## src/rtl/of_drain_serializer.sv

```systemverilog
// Output-feature-map drain: buffers whole systolic-array result rows and
// serializes them one signed word per beat over a valid/ready stream.
module of_drain_serializer #(
    parameter int SYS_COLS   = 4,
    parameter int P_BITWIDTH = 32,
    parameter int DEPTH      = 4,
    parameter int RELU_EN    = 0
) (
    input  logic                           clk,
    input  logic                           rst,
    input  logic                           clr,
    input  logic                           in_valid,
    input  logic [SYS_COLS*P_BITWIDTH-1:0] in_row,
    output logic                           in_ready,
    output logic                           out_valid,
    input  logic                           out_ready,
    output logic [P_BITWIDTH-1:0]          out_data,
    output logic                           out_last,
    output logic [$clog2(DEPTH):0]         row_count,
    output logic                           drop_err
);

    localparam int PW = $clog2(DEPTH);
    localparam int CW = (SYS_COLS > 1) ? $clog2(SYS_COLS) : 1;
    localparam logic [PW:0]   FULL_COUNT = (PW + 1)'(DEPTH);
    localparam logic [CW-1:0] LAST_COL   = CW'(SYS_COLS - 1);

    logic [SYS_COLS*P_BITWIDTH-1:0] mem [DEPTH];
    logic [PW-1:0]                  wr_ptr;
    logic [PW-1:0]                  rd_ptr;
    logic [CW-1:0]                  col_idx;
    logic signed [P_BITWIDTH-1:0]   head_word;
    logic                           push;
    logic                           beat;
    logic                           row_pop;

    function automatic logic signed [P_BITWIDTH-1:0] relu(input logic signed [P_BITWIDTH-1:0] w);
        return (RELU_EN != 0 && w < 0) ? '0 : w;
    endfunction

    // Flow control looks only at registered state, so a same-cycle pop never frees a slot.
    assign in_ready  = (row_count < FULL_COUNT);
    assign out_valid = (row_count != '0);
    assign out_last  = out_valid && (col_idx == LAST_COL);
    assign push      = in_valid && in_ready && !clr;
    assign beat      = out_valid && out_ready && !clr;
    assign row_pop   = beat && out_last;

    assign head_word = mem[rd_ptr][col_idx*P_BITWIDTH +: P_BITWIDTH];
    assign out_data  = relu(head_word);

    // Storage is cleared on reset so out_data reads zero until the first row lands.
    always_ff @(posedge clk or posedge rst) begin
        if (rst) begin
            for (int i = 0; i < DEPTH; i++) mem[i] <= '0;
        end else if (push) begin
            mem[wr_ptr] <= in_row;
        end
    end

    always_ff @(posedge clk or posedge rst) begin
        if (rst) begin
            wr_ptr    <= '0;
            rd_ptr    <= '0;
            col_idx   <= '0;
            row_count <= '0;
            drop_err  <= 1'b0;
        end else if (clr) begin
            wr_ptr    <= '0;
            rd_ptr    <= '0;
            col_idx   <= '0;
            row_count <= '0;
            drop_err  <= 1'b0;
        end else begin
            if (push)
                wr_ptr <= wr_ptr + 1'b1;
            if (row_pop)
                rd_ptr <= rd_ptr + 1'b1;
            if (beat)
                col_idx <= out_last ? '0 : col_idx + 1'b1;
            if (in_valid && !in_ready)
                drop_err <= 1'b1;
            case ({push, row_pop})
                2'b10:   row_count <= row_count + 1'b1;
                2'b01:   row_count <= row_count - 1'b1;
                default: row_count <= row_count;
            endcase
        end
    end

endmodule

```

## config.mk

```make
export PLATFORM = sky130hd
export DESIGN_NAME = of_drain_serializer
export DESIGN_NICKNAME = d
export VERILOG_FILES = /design/src/rtl/of_drain_serializer.sv
export SDC_FILE = /design/constraint.sdc
export NUM_CORES = 1
export LEC_CHECK = 0
export BUFFER_PORTS_ARGS = -buffer_cell sky130_fd_sc_hd__buf_2
export CAP_MARGIN = 25
export CORE_MARGIN = 3
export CORE_UTILIZATION = 30
export CTS_CLUSTER_DIAMETER = 30
export DETAILED_ROUTE_END_ITERATION = 8
export GPL_TIMING_DRIVEN = 0
export PLACE_DENSITY = 0.53
export SLEW_MARGIN = 20
export SYNTH_ARGS = -nofsm -noshare
export SYNTH_HDL_FRONTEND = slang
export SYNTH_SLANG_ARGS = --single-unit
```

## constraint.sdc

```tcl
create_clock -name clk -period 17.2 [get_ports clk]
set_input_delay 0.86 -clock clk [delete_from_list [all_inputs] [get_ports clk]]
set_output_delay 0.86 -clock clk [all_outputs]
set_load 0.02 [all_outputs]
```

==> results by group <==
Status
  – Status: finished, final reports clean

STA
  – Worst Skew: 24.6 ps
  – Fmax: around 0.23 GHz
  – WHS: approximately 330 ps
  – Minimum clock period: approximately 4400 ps
  – # setup viols final: 0
  – Max-slew headroom: 0.472
  – Final hold vios: 0
  – Fin crit share: 0.256
  – RSZ-0062 raised after global routing: false
  – Slew @ Worst Pin: 792 ps
  – Max-slew violations: 0
  – Final WS setup: about 13000 ps

Cells and area
  – P&R area growth vs syn: 27.0%
  – Filler cells: between 7k and 8k
  – FF/Latch Area: 13100 um2
  – Util after Layout: 0.386
  – Layout cell share with drive strength beyond 1: 0.618
  – Final nets: approximately 1.9k
  – Area taken by multi-input logic gates: 10800 um2

Floorplanning
  – Row count: 105
  – Die ar.: 86900 um2
  – Die width: 295 um
  – Core ar.: between 80000 and 90000 um2
  – Initial Util: 0.304
  – Die span in y: just under 300 um
  – Boundary pin count: ~170

Worst setup path
  – Largest fanout on the critical path: 10
  – Setup crit start kind: register
  – CP endpoint kind: output port
  – CP Data Required Time: 16340 ps
  – Critical path class: reg2out
  – Critical Path AT: around 3500 ps

CTS
  – Postcts setup bufs: 0
  – CTS tree: built
  – Max H-tree Level: 4
  – CTS resizes: 0
  – CTS clk-pin slew, worst paths: ~50 ps
  – Post-CTS Hold Buffers: 0
  – Root Buffer: clkbuf_16
  – Clock sink total: about 520
  – CTS buffer count: 130
  – Clock Latency Late Sink: 680 ps
  – Max clock buf depth: 3

Synthesis
  – Post-synthesis cell type count: 32
  – EDFF count, synth: 0
  – Post-synth top cells: dfrtp_1, mux2_4, mux2_2
  – Cell with the most instances after synthesis: dfrtp_1
  – Post-synth top flop: dfrtp_1
  – Cell area after synthesis: between 20000 and 30000 um2
  – Cell accounting for the most synthesized area: dfrtp_1
  – Avg Inst Size Synth: roughly 18 um2
  – Syn Nets: ~1.6k
  – Post-Syn Instances: around 1.4k
  – Flop and latch count out of synthesis: about 520
  – Sequential area share after synthesis: 0.522
  – Ys async rst share: 1.00
  – Share of the synthesized area in the top cell type: 0.522
  – Synth top area cells: dfrtp_1, mux2_4, mux4_2
  – YS warnings: 0

Pwr
  – Pwr dens: ~160 nW/um2
  – Sw Pwr: around 1.3 mW
  – Logic pwr share: 0.171
  – Sequential Power Share: 0.352
  – Switching Fraction: 0.248
  – Internal: ~3.8 mW
  – LEAKAGE: between 10 and 15 nW
  – Worst VDD drop: a little over 70 uV
  – Clock Power Share: 0.476

Detailed routing
  – Final WL: about 70 mm
  – Routed length per placed instance: about 24 um
  – Iteration-0 DRC Markers: 759
  – Vias after detailed routing: 14.0k
  – Final ANT Viol Nets: 0
  – DR vias/cell: 4.82
  – DR DRC count: 0
  – Pre-antenna DRT Iters: 5

Global route
  – First-pass GRT wire length: about 110 mm
  – Largest net degree at the start of global routing: 110
  – Vias in the first global route: roughly 16k
  – Total GRT Usage: 0.164
  – Gr ovfl total: 0
  – Initial antenna violation count: 35

Placed design
  – Placer Congestion: 0.745
  – DP HPWL: between 40 and 50 mm
  – Port Buffers: between 150 and 200
  – Setup slack at placement: 13540 ps

Job
  – Max cap viols: 0

Worst hold path
  – HP Class: in2async
-- area by class of cell --
type,count,area share
multi-input cells,790,0.340
plain buffers,103,0.0352
inverters,4,0.000709
diodes,18,0.00142
flip-flops and latches,522,0.411
well taps,1070,0.0421
clock buffers,162,0.114
repair buffers,176,0.0313
clock inverters,66,0.0243
-- power groups by stage --
stage	sequential (mW)	combinational, mW	clock [mW]
after floorplan	1.74	0.692	0
after global placement	1.78	0.847	0
after detailed placement	1.80	0.875	0
after CTS	1.79	0.880	2.46
after global routing	1.83	0.930	2.54
final	1.79	0.870	2.42
-- worst max-delay path, stage by stage (launching register included) --
cell     delay [ps]
dfrtp_1         340
buf_2           200
buf_6           210
buf_2           370
buf_2           370
mux4_2          370
a22oi_1         570
nand2_1         210
buf_2           210
-- registers in the layout (all words and copies together), names as in the netlist --
name,flops
row_count,3
col_idx,2
drop_err,1
wr_ptr,2
mem,512
rd_ptr,2
-- final timing paths --
kind                         startpoint      endpoint  slack (ps)  cells after the start
max                           rd_ptr[0]  out_data[15]       12800                      8
min in group clk            in_row[108]      mem[364]         450                      2
min reg2reg                    mem[119]      mem[119]         500                      1
max in group asynchronous           rst      mem[314]       14670                      6
max reg2reg                row_count[2]  row_count[2]       14880                      8
min                                 rst      mem[296]         330                      2
-- cells in the final DEF (no fill, tap or decap), types with 15 or more instances in the layout --
cell       count
clkbuf_8      15
a22oi_1       64
mux2_4       316
diode_2       18
mux4_2       128
buf_12        34
buf_4         16
dfrtp_1      522
mux2_2       197
clkbuf_1      29
clkbuf_16    134
clkinv_2      25
buf_2        198
nand2_1       37
-- stage by stage --
stage	TNS [ps]	power (mW)	instances	cell area, um2
final	0	5.07	2911	31800
after global routing	0	5.30	2901	31800
after CTS	0	5.13	2893	31700
after detailed placement	0	2.67	2665	27400
after global placement	-1881060	2.63	2660	27200
after floorplan	0	2.43	1419	25000
-- cells by family (layout without fill, tap and decap cells) --
logic type,Yosys count,count (layout),share of synthesized area
AOI/OAI and AO/OA,70,70,0.0205
xor gates and xnor gates,3,3,0.00135
adders and majority gates,6,6,0.00330
buffers and inverters,107,511,0.0454
DFF,522,522,0.522
muxes,643,643,0.394
other,0,18,0
and+or+nand+nor,68,68,0.0131
-- metal layers --
layer / GRT usage / part of all wire / vias up
met5: 0 / 0.0016 / -
met4: 0.0655 / 0.026 / 18
met3: 0.0541 / 0.066 / 140
met2: 0.257 / 0.48 / 345
met1: 0.209 / 0.43 / 7502
li1: - / - / 6015
Power figures use the tool's default switching activity.
